<file path="config.mk">
export PLATFORM = sky130hd
export DESIGN_NAME = glitch_free_clkdiv_mux
export DESIGN_NICKNAME = d
export VERILOG_FILES = /design/src/rtl/glitch_free_clkdiv_mux.sv
export SDC_FILE = /design/constraint.sdc
export NUM_CORES = 1
export LEC_CHECK = 0
export CORE_AREA = 2 2 58 60
export CTS_BUF_LIST = sky130_fd_sc_hd__clkbuf_4
export CTS_CLUSTER_SIZE = 10
export DETAILED_ROUTE_END_ITERATION = 10
export DIE_AREA = 0 0 60 62
export DONT_BUFFER_PORTS = 1
export PLACE_DENSITY = 0.75
export SYNTH_ARGS = -nofsm -noshare
export SYNTH_HDL_FRONTEND = slang
export SYNTH_SLANG_ARGS = --single-unit
</file>
<file path="constraint.sdc">
create_clock -name clk -period 1.71 [get_ports clk]
set_input_delay 0.513 -clock clk [delete_from_list [all_inputs] [get_ports clk]]
set_output_delay 0.513 -clock clk [all_outputs]
set_load 0.005 [all_outputs]
</file>
<file path="src/rtl/glitch_free_clkdiv_mux.sv">
// N-channel programmable clock divider with a glitch-free channel selector (single clock domain).
// Define GLITCH_FREE_CLKDIV_GAP_EN to insert GAP_CYCLES extra low cycles on every channel switch.
module glitch_free_clkdiv_mux #(
  parameter int CHANNELS   = 4,
  parameter int WIDTH      = 8,
  parameter int SEL_W      = $clog2(CHANNELS),
  parameter int GAP_CYCLES = 2
) (
  input  logic                      clk,
  input  logic                      reset,
  input  logic                      en,
  input  logic [SEL_W-1:0]          sel,
  input  logic [CHANNELS*WIDTH-1:0] div_table,
  output logic                      clk_out,
  output logic                      clk_en,
  output logic [SEL_W-1:0]          active_sel,
  output logic                      busy
);

  typedef enum logic [1:0] {
    S_IDLE,
    S_LOW,
    S_HIGH
`ifdef GLITCH_FREE_CLKDIV_GAP_EN
    ,
    S_GAP
`endif
  } state_t;

  state_t           state_reg;
  logic [WIDTH-1:0] cnt_reg;
  logic [WIDTH-1:0] cur_div_reg;
  logic [SEL_W-1:0] active_sel_reg;
  logic             clk_out_reg;
  logic             clk_en_reg;
  logic             busy_reg;

`ifdef GLITCH_FREE_CLKDIV_GAP_EN
  localparam int GAP_W = (GAP_CYCLES > 1) ? $clog2(GAP_CYCLES) : 1;
  localparam logic [GAP_W-1:0] GAP_LAST = GAP_W'(GAP_CYCLES - 1);
  logic [GAP_W-1:0] gap_cnt_reg;
`endif

  logic [WIDTH-1:0] div_arr [CHANNELS];
  logic             sel_valid;
  logic             switch_req;

  if (CHANNELS < 2 || GAP_CYCLES < 1) begin : g_param_check
    $error("glitch_free_clkdiv_mux: CHANNELS must be >= 2 and GAP_CYCLES >= 1");
  end

  generate
    for (genvar gi = 0; gi < CHANNELS; gi++) begin : g_div
      assign div_arr[gi] = div_table[gi*WIDTH +: WIDTH];
    end
  endgenerate

  // Only non-power-of-two channel counts can see an out-of-range select.
  if ((1 << SEL_W) > CHANNELS) begin : g_sel_range
    assign sel_valid = (int'(sel) < CHANNELS);
  end else begin : g_sel_full
    assign sel_valid = 1'b1;
  end

  assign switch_req = sel_valid && (sel != active_sel_reg);

  always_ff @(posedge clk) begin
    if (reset) begin
      state_reg      <= S_IDLE;
      cnt_reg        <= '0;
      cur_div_reg    <= '0;
      active_sel_reg <= '0;
      clk_out_reg    <= 1'b0;
      clk_en_reg     <= 1'b0;
      busy_reg       <= 1'b0;
`ifdef GLITCH_FREE_CLKDIV_GAP_EN
      gap_cnt_reg    <= '0;
`endif
    end else begin
      clk_en_reg <= 1'b0;
      case (state_reg)
        S_IDLE: begin
          clk_out_reg <= 1'b0;
          busy_reg    <= 1'b0;
          if (en) begin
            state_reg <= S_LOW;
            cnt_reg   <= '0;
            // Output is already low, so a pending switch can be taken immediately.
            if (switch_req) begin
              active_sel_reg <= sel;
              cur_div_reg    <= div_arr[sel];
            end else begin
              cur_div_reg    <= div_arr[active_sel_reg];
            end
          end
        end

        S_LOW: begin
          busy_reg <= switch_req;
          if (cnt_reg == cur_div_reg) begin
            state_reg   <= S_HIGH;
            clk_out_reg <= 1'b1;
            clk_en_reg  <= 1'b1;
            cnt_reg     <= '0;
            cur_div_reg <= div_arr[active_sel_reg];
          end else begin
            cnt_reg <= cnt_reg + WIDTH'(1);
          end
        end

        S_HIGH: begin
          busy_reg <= switch_req;
          if (cnt_reg == cur_div_reg) begin
            clk_out_reg <= 1'b0;
            cnt_reg     <= '0;
            if (!en) begin
              state_reg <= S_IDLE;
              busy_reg  <= 1'b0;
            end else if (switch_req) begin
              // Falling edge: the only safe point to change the divisor source.
              active_sel_reg <= sel;
              cur_div_reg    <= div_arr[sel];
`ifdef GLITCH_FREE_CLKDIV_GAP_EN
              state_reg      <= S_GAP;
              busy_reg       <= 1'b1;
              gap_cnt_reg    <= '0;
`else
              state_reg      <= S_LOW;
              busy_reg       <= 1'b0;
`endif
            end else begin
              state_reg   <= S_LOW;
              cur_div_reg <= div_arr[active_sel_reg];
            end
          end else begin
            cnt_reg <= cnt_reg + WIDTH'(1);
          end
        end

`ifdef GLITCH_FREE_CLKDIV_GAP_EN
        S_GAP: begin
          clk_out_reg <= 1'b0;
          busy_reg    <= 1'b1;
          if (!en) begin
            state_reg <= S_IDLE;
            busy_reg  <= 1'b0;
          end else if (gap_cnt_reg == GAP_LAST) begin
            state_reg   <= S_LOW;
            cnt_reg     <= '0;
            busy_reg    <= 1'b0;
            cur_div_reg <= div_arr[active_sel_reg];
          end else begin
            gap_cnt_reg <= gap_cnt_reg + GAP_W'(1);
          end
        end
`endif

        default: begin
          state_reg   <= S_IDLE;
          clk_out_reg <= 1'b0;
          busy_reg    <= 1'b0;
        end
      endcase
    end
  end

  assign clk_out    = clk_out_reg;
  assign clk_en     = clk_en_reg;
  assign active_sel = active_sel_reg;
  assign busy       = busy_reg;

endmodule

</file>
# Word-level counts from Yosys, hierarchy flattened
# Cells that the tools add are included.
# word_totals
reg_bits,23
latchBits,0
ram_bits,0
rom_bits,0
elab_cells,60
n_memories,0
# op_classes
addsub,1
mul,0
n_div,0
n_lt_le_gt_ge,2
n_eq_ne,7
shifts,0
muxes,29
bitwise,3
reduce_logical,11
# ops
op,count
8-bit two-way mux,10
8-bit binary-select mux with 2-bit select,2
8-bit one-hot mux with 3 select lines,1
8-bit one-hot mux with 2 select lines,1
2-bit two-way mux,6
"8-bit by 1-bit adder with 8-bit output, second input constant",1
8-bit == test,1
"3-bit greater-or-equal comparator, second input constant",2
"2-bit != test, second input constant",3
2-bit NOT with 3-bit output,2
2-bit one-hot mux with 3 select lines,1
2-bit AND reduction,3
3-bit AND reduction,2
1-bit two-way mux,5
1-bit one-hot mux with 2 select lines,2
2-bit one-hot mux with 2 select lines,1
2-bit nonzero test,2
2-bit OR reduction,2
3-bit nonzero test,1
"2-bit by 1-bit == test with 1-bit output, second input constant",1
"2-bit == test, second input constant",1
2-bit logical NOT,1
2-bit != test,1
1-bit NOT,1

# Depth between registers and ports, before layout
# Gate-level depths: netlist of the first run.
# logic_depth
ltp_word,8
depth_mapped,8

# Worst setup path before layout of the first run
# OpenSTA, ideal clock, no wires.
# synth_timing
kind,input port to flip-flop
startpoint,input port sel[1]
endpoint,register cur_div_reg[1]
setup_ps,70
t_arrival_ps,1633
t_required_ps,1640
slack_ps,6
cell_stages,6
n_path_buf,1
path_cell_list,clkbuf_8 -> xnor2_4 -> a21oi_4 -> mux2i_1 -> or3_1 -> a21oi_1
# synth_via
elab_chain_cells,8
# synth_lines
item,line,rtl
from (decl),12,"input logic [SEL_W-1:0] sel,"
2-bit NOT with 3-bit output (implied by the code),"91, 122",
8-bit binary-select mux with 2-bit select,"91, 122",
8-bit two-way mux (implied by the code) (2 in a row),"91, 122",
8-bit two-way mux *,"89, 119",
8-bit two-way mux *,116,if (!en) begin
8-bit two-way mux,113,if (cnt_reg == cur_div_reg) begin
8-bit one-hot mux with 3 select lines *,81,case (state_reg)
to (signal assigned),91,cur_div_reg <= div_arr[sel];
to (signal assigned),93,cur_div_reg <= div_arr[active_sel_reg];
to (signal assigned),122,cur_div_reg <= div_arr[sel];
to (decl),32,logic [WIDTH-1:0] cur_div_reg;
# Every way passes the cells marked *; elsewhere a longest branch is shown, timed or not. The select of a mux whose other input is x is not followed.
# A chain may end at the register's enable or synchronous reset.

# Worst setup path in the final report of the first run
# layout_timing
startpoint,register cnt_reg[0]
endpoint,register active_sel_reg[1] (netlist: active_sel[1])
# layout_via
elab_chain_cells,3
# layout_lines
item,line,rtl
from (decl),31,logic [WIDTH-1:0] cnt_reg;
from (signal assigned),107,cnt_reg <= cnt_reg + WIDTH'(1);
from (signal assigned),136,cnt_reg <= cnt_reg + WIDTH'(1);
8-bit == test,113,
2-bit != test (no source line),-,
2-bit AND reduction (no source line),-,
to (signal assigned),90,active_sel_reg <= sel;
to (signal assigned),121,active_sel_reg <= sel;
to (decl),33,logic [SEL_W-1:0] active_sel_reg;
# Every way passes these cells.

==> results of run 1 <==
[cells in the mapped netlist, drive strengths merged (5+ instances only)]
| master | number |
|---|---|
| buf | 5 |
| ha | 5 |
| xnor2 | 11 |
| or3 | 9 |
| xor2 | 5 |
| dfxtp | 23 |
| nor2 | 7 |
| o21ai | 13 |
| mux2i | 11 |
| nand4 | 5 |
| mux4 | 16 |
| clkbuf | 5 |
| a21oi | 13 |
[cell type report]
cell class                 count  area share
timing repair buffer          13     0.06401
sequential                    23      0.2502
inverter                       3    0.005879
clock inverter                 1    0.003919
multi-input combinational    119      0.6342
clock buffer                   3     0.01176
tap                           46     0.03005
[per-layer routing]
metal | vias to the layer above | GRT usage | wire [um]
li1 | 611 | - | -
met3 | 2 | 0.06625 | 188
met4 | 0 | 0.03175 | 25
met5 | - | 0 | 0
met1 | 615 | 0.2322 | 1354
met2 | 45 | 0.3649 | 1802
[cells by family (layout without fill, tap and decap cells)]
logic type,count (synthesis),after routing,synth area share
XOR/XNOR,16,16,0.1030
AO/OA/AOI/OAI,32,32,0.1132
AND/OR/NAND/NOR,39,39,0.1255
buffers and inverters,13,20,0.05370
adder cells (fa/ha/maj),5,5,0.03628
flip-flops,23,23,0.2671
multiplexers,27,27,0.3012
[timing repair]
item | CTS | global route
pin swaps | 1 | 7
resized for setup | 3 | 19
setup endpoints to repair | 9 | 20
buffers inserted | 1 | 1
[worst max-delay path, stage by stage (launching register included)]
cell	delay, ns
dfxtp_2	0.39
xnor2_1	0.12
nand4_1	0.19
or2_1	0.31
a221oi_2	0.37
mux2i_1	0.23
[where the power goes]
group	internal, mW	switching (mW)
logic	0.735	0.665
clock network	0.0892	0.176
registers	0.676	0.113
[final timing paths]
| kind | to | startpoint | slack (ns) |
|---|---|---|---|
| min | cnt_reg[0] | reset | 0.24 |
| max | active_sel[1] | cnt_reg[0] | 0.03 |
| max reg2reg | active_sel[1] | cnt_reg[0] | 0.03 |
| min reg2reg | clk_out | clk_out | 0.49 |
[stage by stage]
stage          instances  TNS, ns  setup WS, ns    util
2_1_floorplan        155        0      0.006338       -
3_3_place_gp         202        0       0.04955  0.5647
3_5_place_dp         202  -0.2193      -0.06930  0.5647
4_1_cts              207        0      0.005149  0.5840
5_1_grt              208  -0.1551      -0.05058  0.6025
6_report             208        0       0.03152  0.6025
==> summary.txt, run 1 <==
Synthesis
  • Seq cells post-synth: 23
  • Seq/Total Area, Yosys: 0.2671
  • Post-Syn Instances: roughly 160
  • Synth top area cells: dfxtp_1 (27%), mux4_1 (20%), mux2i_1 (6.4%)
  • Post-synth EDFFs: 0
  • Yosys cell types: 35
  • Post-synthesis average cell area: roughly 11 um^2
  • Ys Warns: 0
  • Mapped Nets: just under 200
  • Netlist area before placement: around 1700 um^2
  • Largest area contributor in the netlist: dfxtp_1
  • Asr flop ratio synth: 0
  • Post-synth top area share: 0.2671
  • Main flop type after synthesis: dfxtp_1

Worst setup path
  • Crit. End Element: flop
  • R2R depth: 5
  • CP max FO: 5
  • Crit start category: flop
  • Critical Path AT: between 1.5 and 2 ns
  • CP required: 1.96 ns
  • WS Path Type: flop to flop

Routing
  • Vias per cell: 6.120
  • Final wirelength: roughly 3400 um
  • Number of remaining DRC errors: 0
  • Drt first pass iters: 4
  • Iter 0 DRT Violations: between 40 and 50
  • Routed wire per std cell: between 15 and 20 um
  • Total number of vias: 1273
  • DRT antenna net count: 0

Timing
  • Final Max Tran Viols: 0
  • Hold slack: around 0.24 ns
  • Min Tclk post-route: between 1.5 and 2 ns
  • # setup viols final: 0
  • Hold Fails Final Rpt: 0
  • Clk_skew: 0.004588 ns
  • Max-slew headroom: 0.7656
  • Fmax: 595.8 MHz
  • Final period utilization: 0.9816
  • RSZ-0062 raised after global routing: yes
  • Slew of the pin with the lowest slew margin: between 0.3 and 0.4 ns

Floorplanning
  • Starting Density: 0.5423
  • Top-Level Pins: 42
  • Core area: roughly 3200 um^2
  • Die Span Y: 62 um
  • Chip Width: about 60 um
  • Full die area: 3720 um^2
  • Std-Cell Rows: 21

Place
  • Detailed Place HPWL: ~2700 um
  • Gpl congestion: between 0.8 and 0.9
  • Port bufs: 0
  • Post-DP Area: around 1800 um^2

Pwr
  • Total power: ~2.5 mW
  • P_leak: 0.6982 nW
  • Worst vdd ir: just under 0.6 mV
  • Power Density: roughly 1300 nW/um^2

Global routing
  • Initial antenna violation count: 0
  • Vias in the first global route: 1294
  • Gr ovfl total: 0
  • First-pass GRT wire length: 5582 um
  • Largest net degree at the start of global routing: 21
  • Total global-route track usage: 0.1996

Run status
  • Status: complete, no violations

Min path
  • Hold path cells: 1
  • HP Class: input pin to flop

Cells and area
  • Most frequent cells in the layout: o21ai_0 (13), mux4_1 (13), a21oi_1 (12), dfxtp_1 (12)
  • Layout area overhead: 11.10%
  • Diode count: 0
  • # fillers: 268
  • Final std cell area, no fill: between 1500 and 2000 um^2
  • Share of cells above drive strength 1: 0.2654
  • Register area: 479.2 um^2
  • Nets: 205
  • Footprint of the multi-input gates: ~1200 um^2

Clock network
  • Num CTS Buffers: 3
  • CTS sink cnt: 23
  • Max H-tree Level: 1
  • Clock Tree Buf Depth: 2
  • Worst-Skew Late Latency: approximately 0.31 ns
  • Post-cts hold buffer count: 0
  • CTS Root Cell: clkbuf_4
  • Worst-path clk slew: 0.14 ns
  • CTS tree: done

Job
  • Max_cap viols: 0
No activity file was read; power rests on OpenSTA's default activity.
==> inputs of run 2 (changes only) <==
--- a/config.mk
+++ b/config.mk
@@ -12,6 +12,7 @@
 export DIE_AREA = 0 0 60 62
 export DONT_BUFFER_PORTS = 1
 export PLACE_DENSITY = 0.75
+export REMOVE_ABC_BUFFERS = 1
 export SYNTH_ARGS = -nofsm -noshare
 export SYNTH_HDL_FRONTEND = slang
 export SYNTH_SLANG_ARGS = --single-unit
==> run 2 against run 1 <==
Compared with the run above: fmax is 3.5% higher; clock power is 2% higher; cell count stayed put; count of clock-buffer cells in the layout is 1 higher; critical endpoint is now cur_div_reg[7]; highest routed layer unchanged.
==> summary.txt, run 2 (synthesized netlist as in run 1, its figures left out) <==
Run status
  • Status: complete, no violations

Clock network
  • Worst-Skew Late Latency: 0.31 ns
  • CTS Root Cell: clkbuf_4
  • Clock Tree Buf Depth: 2
  • Worst-path clk slew: 0.12 ns
  • Max H-tree Level: 1
  • CTS tree: done
  • Num CTS Buffers: 3
  • CTS sink cnt: 23

Routing
  • Iter 0 DRT Violations: 43
  • Vias per cell: between 6 and 7
  • Number of remaining DRC errors: 0
  • Routed wire per std cell: around 15 um
  • Final wirelength: around 3200 um
  • DRT antenna net count: 0
  • Total number of vias: approximately 1200
  • Drt first pass iters: 4

Min path
  • Hold path cells: 1
  • Hold path start: reset
  • HP Class: input pin to flop
  • WHS Endpoint: state_reg[0]

Place
  • Port bufs: 0
  • Detailed Place HPWL: around 2500 um
  • Gpl congestion: ~0.92
  • Pre-CTS setup slack: -0.08006 ns

Worst setup path
  • RR Startpoint: state_reg[1]
  • WS Path Type: flop to flop
  • Critical Path AT: around 1.9 ns
  • RR Endpoint: cur_div_reg[7]
  • R2R depth: 5
  • Crit start category: flop
  • R2R setup slack: between 0.08 and 0.09 ns
  • Crit. End Element: flop
  • CP max FO: 17
  • CP required: ~2 ns

Global routing
  • Initial antenna violation count: 0
  • Vias in the first global route: around 1300
  • Total global-route track usage: 0.1925
  • Largest net degree at the start of global routing: 21
  • First-pass GRT wire length: around 5400 um
  • Gr ovfl total: 0

Pwr
  • P_leak: 0.6973 nW
  • Power Density: 1321 nW/um^2
  • Worst vdd ir: between 0.6 and 0.7 mV
  • Total power: roughly 2.5 mW

Timing
  • Final period utilization: 0.9482
  • Fmax: 616.8 MHz
  • Final Max Tran Viols: 0
  • Min Tclk post-route: between 1.5 and 2 ns
  • Min setup slack post-route: between 0.08 and 0.09 ns
  • Slew of the pin with the lowest slew margin: between 0.4 and 0.5 ns
  • Max-slew headroom: 0.7174
  • Fin Setup TNS: 0 ns
  • RSZ-0062 raised after global routing: yes
  • Hold slack: 0.2454 ns
  • # setup viols final: 0
  • Clk_skew: 0.002831 ns
  • Hold Fails Final Rpt: 0

Cells and area
  • Commonest non-fill, non-tap cell in the layout: dfxtp_1
  • Share of cells above drive strength 1: 0.2346
  • Util after Layout: 0.5986
  • Layout area overhead: 10.38%
  • Diode count: 0
  • Nets: around 210
  • Most frequent cells in the layout: dfxtp_1 (16), o21ai_0 (13), mux4_1 (13)
  • Register area: between 400 and 500 um^2
  • # fillers: roughly 250
  • Footprint of the multi-input gates: approximately 1200 um^2

Floorplanning
  • Core area: about 3200 um^2
  • Starting Density: 0.5423
  • Full die area: approximately 3700 um^2
  • Top-Level Pins: 42
  • Std-Cell Rows: 21
  • Die Span Y: between 60 and 70 um
  • Chip Width: approximately 60 um

Job
  • Max_cap viols: 0
## run 2: changes by cell type in the layout (fill, tap and decap cells not counted), sizes merged
| cell | change |
|---|---|
| clkbuf | +1 |
| clkinvlp | -1 |
## run 2: worst max-delay path by stage
stage                       start              to  slack (ns)  cells after the start
finish               state_reg[1]  cur_div_reg[7]        0.09                      5
global route           cnt_reg[2]  cur_div_reg[2]       -0.02                      5
CTS                    cnt_reg[2]   active_sel[1]       0.009                      5
detailed placement   state_reg[1]  cur_div_reg[7]       -0.08                      5
global placement     state_reg[1]  cur_div_reg[1]        0.04                      5
floorplan           active_sel[0]  cur_div_reg[0]        0.03                      5
## run 2: worst max-delay path, cell delays in order, from the launching register on
cell and delay (ns):
dfxtp_2 0.37, inv_1 0.09, ha_2 0.24, o22a_4 0.32
or3_1 0.40, a21oi_2 0.15
## run 2: metal layers
metal / part of all wire / GRT usage
met1: 0.43 / 0.2430
met2: 0.50 / 0.3245
met3: 0.067 / 0.05176
met4: 0.0090 / 0.06032
met5: 0 / 0
## run 2: stage by stage
stage | cells | cell area (um^2)
finish | 208 | 1903
global route | 208 | 1903
CTS | 206 | 1849
detailed placement | 201 | 1788
global placement | 201 | 1788
floorplan | 145 | 1643
## run 2: final cells by class
cell class / count / area share
clock buffer: 4 / 0.01578
inverter: 3 / 0.005917
multi-input combinational: 119 / 0.6371
sequential: 23 / 0.2465
tap: 46 / 0.03024
timing repair buffer: 13 / 0.06443
## run 2: power breakdown
part           internal (mW)  switching, mW  total (mW)  leakage [nW]
registers              0.668          0.103       0.771         0.191
clock network          0.107          0.163       0.270        0.0184
logic                  0.773          0.700        1.47         0.488
total                   1.55          0.966        2.51         0.697
## run 2: timing repair
action | in CTS | in global routing
hold buffers | 0 | 0
pin swaps | 1 | 3
resized for setup | 3 | 13
endpoints found under the setup margin | 9 | 17
setup buffers | 1 | 2
==> inputs of run 3 (changes only) <==
--- a/config.mk
+++ b/config.mk
@@ -5,13 +5,15 @@
 export SDC_FILE = /design/constraint.sdc
 export NUM_CORES = 1
 export LEC_CHECK = 0
-export CORE_AREA = 2 2 58 60
+export CELL_PAD_IN_SITES_DETAIL_PLACEMENT = 1
+export CELL_PAD_IN_SITES_GLOBAL_PLACEMENT = 2
+export CORE_AREA = 2 2 71 73
 export CTS_BUF_LIST = sky130_fd_sc_hd__clkbuf_4
 export CTS_CLUSTER_SIZE = 10
 export DETAILED_ROUTE_END_ITERATION = 10
-export DIE_AREA = 0 0 60 62
+export DIE_AREA = 0 0 73 75
 export DONT_BUFFER_PORTS = 1
-export PLACE_DENSITY = 0.75
+export PLACE_DENSITY = 0.77
 export REMOVE_ABC_BUFFERS = 1
 export SYNTH_ARGS = -nofsm -noshare
 export SYNTH_HDL_FRONTEND = slang
==> run 3 against run 2 <==
Compared with the run above: sequential share of layout area fell by 0.73 points; worst setup slack worse by 0.060 ns; power is 3.8% higher; critical path type unchanged; largest cell class unchanged.
==> summary.txt, run 3 (synthesized netlist as in run 1, its figures left out) <==
Min path
  • HP Class: input pin to flop
  • Hold path start: reset
  • Hold path cells: 1
  • WHS Endpoint: cnt_reg[0]

Cells and area
  • Register area: 473.0 um^2
  • Share of cells above drive strength 1: 0.2917
  • Post-Layout Cell Count: ~220
  • Final std cell area, no fill: between 1500 and 2000 um^2
  • Diode count: 0
  • # fillers: roughly 510
  • Footprint of the multi-input gates: 1227 um^2
  • Commonest non-fill, non-tap cell in the layout: buf_4
  • Nets: about 210
  • Most frequent cells in the layout: buf_4 (17), dfxtp_1 (15), mux4_1 (13), o21ai_0 (12)
  • Layout area overhead: 14.66%

Worst setup path
  • CP required: 1.92 ns
  • Worst path max stage delay: roughly 0.40 ns
  • Crit. End Element: flop
  • Slowest cell on crit path: dfxtp_1
  • Crit start category: flop
  • Levels on crit path: 6
  • Critical Path AT: 1.89 ns
  • R2R depth: 6
  • WS Path Type: flop to flop
  • CP cell instances: xnor2_1 -> nand4_1 -> buf_4 -> o21ai_0 -> a21o_1 -> nor2_1
  • RR Endpoint: cnt_reg[2]
  • Delay-heaviest family, CP: compound AO/OA/AOI/OAI gates
  • RR Startpoint: cnt_reg[2]
  • R2R setup slack: around 0.029 ns
  • CP max FO: 6
  • Buf+Inv Stages, Crit Path: 1

Clock network
  • Max H-tree Level: 1
  • Clock Tree Buf Depth: 2
  • Worst-Skew Late Latency: ~0.31 ns
  • Post-cts hold buffer count: 0
  • CTS Root Cell: clkbuf_4
  • Worst-path clk slew: between 0.1 and 0.15 ns
  • Num CTS Buffers: 3
  • CTS tree: done
  • CTS sink cnt: 23

Routing
  • WL met3: about 200 um
  • Iter 0 DRT Violations: 35
  • Final wirelength: between 3000 and 4000 um
  • Drt first pass iters: 4
  • Routed wire per std cell: 17.25 um
  • Total number of vias: 1283
  • Met1 wire length: roughly 1600 um
  • Met2 WL: just over 2000 um
  • DRT antenna net count: 0
  • Max Used Layer: met4
  • Number of remaining DRC errors: 0
  • Vias per cell: between 5 and 6

Timing
  • Max-slew headroom: 0.7708
  • # setup viols final: 0
  • Fin Setup TNS: 0 ns
  • Hold Fails Final Rpt: 0
  • Final Max Tran Viols: 0
  • RSZ-0062 raised after global routing: yes
  • Min setup slack post-route: roughly 0.029 ns
  • Clk_skew: about 0.0025 ns
  • Slew of the pin with the lowest slew margin: 0.3415 ns
  • Fmax: 594.7 MHz
  • Final period utilization: 0.9833
  • Min Tclk post-route: ~1.7 ns

Run status
  • Status: complete, no violations

Pwr
  • Power Density: around 1300 nW/um^2
  • P_leak: ~0.73 nW
  • Worst vdd ir: approximately 0.59 mV
  • Total power: between 2 and 3 mW

Floorplanning
  • Std-Cell Rows: 25
  • Top-Level Pins: 42
  • Chip Width: approximately 73 um
  • Starting Density: 0.3699
  • Core area: ~4700 um^2
  • Full die area: 5475 um^2
  • Die Span Y: between 70 and 80 um

Place
  • Pre-CTS setup slack: -0.01728 ns
  • Gpl congestion: 0.8548
  • Post-DP Area: around 1800 um^2
  • Detailed Place HPWL: around 3000 um
  • Placed cells: 213
  • Port bufs: 0

Global routing
  • Largest net degree at the start of global routing: 21
  • Initial antenna violation count: 0
  • Vias in the first global route: 1356
  • First-pass GRT wire length: between 6000 and 7000 um
  • Total global-route track usage: 0.1440
  • Gr ovfl total: 0

Job
  • Max_cap viols: 0
## run 3: what timing repair did
| item | CTS | global route |
|---|---|---|
| setup endpoints to repair | 9 | 22 |
| cloned | 0 | 0 |
| setup buffers | 1 | 4 |
| pin swaps | 1 | 5 |
| gates resized for setup | 2 | 21 |
## run 3: final cells by class
type / count / area share
Clock buffer: 4 / 0.01519
Inverter: 3 / 0.005696
Multi-Input combinational cell: 119 / 0.6209
Sequential cell: 23 / 0.2392
Tap cell: 54 / 0.03418
Timing Repair Buffer: 19 / 0.08481
## run 3: through the flow
stage / hold WS [ns] / util
floorplan: 0.4419 / -
global placement: 0.4701 / 0.3922
detailed placement: 0.4791 / 0.3922
CTS: 0.2407 / 0.4048
global route: 0.2171 / 0.4242
finish: 0.2386 / 0.4242
## run 3: layer usage
metal / vias to the layer above / track usage
li1: 623 / -
met1: 625 / 0.1682
met2: 33 / 0.2623
met3: 2 / 0.02544
met4: 0 / 0.05556
met5: - / 0
## run 3: worst max-delay path by stage
| stage | startpoint | endpoint |
|---|---|---|
| after floorplan | active_sel[0] | cur_div_reg[0] |
| after global placement | cnt_reg[2] | cur_div_reg[4] |
| after detailed placement | state_reg[1] | cur_div_reg[4] |
| after CTS | state_reg[0] | cnt_reg[0] |
| after global routing | cnt_reg[2] | cnt_reg[2] |
| final | cnt_reg[2] | cnt_reg[2] |
## run 3: power breakdown
part           switching [mW]  internal (mW)
combinational           0.738          0.822
clock                   0.169          0.107
sequential             0.0954          0.677
total                    1.00           1.61
## run 3: worst register-to-register path, delay by kind of cell, from the launching register on
family / cells / cell delay, ns
AO/OA/AOI/OAI: 2 / 0.51
XOR/XNOR: 1 / 0.14
flip-flops: 1 / 0.40
buffers and inverters: 1 / 0.22
AND/OR/NAND/NOR: 2 / 0.31
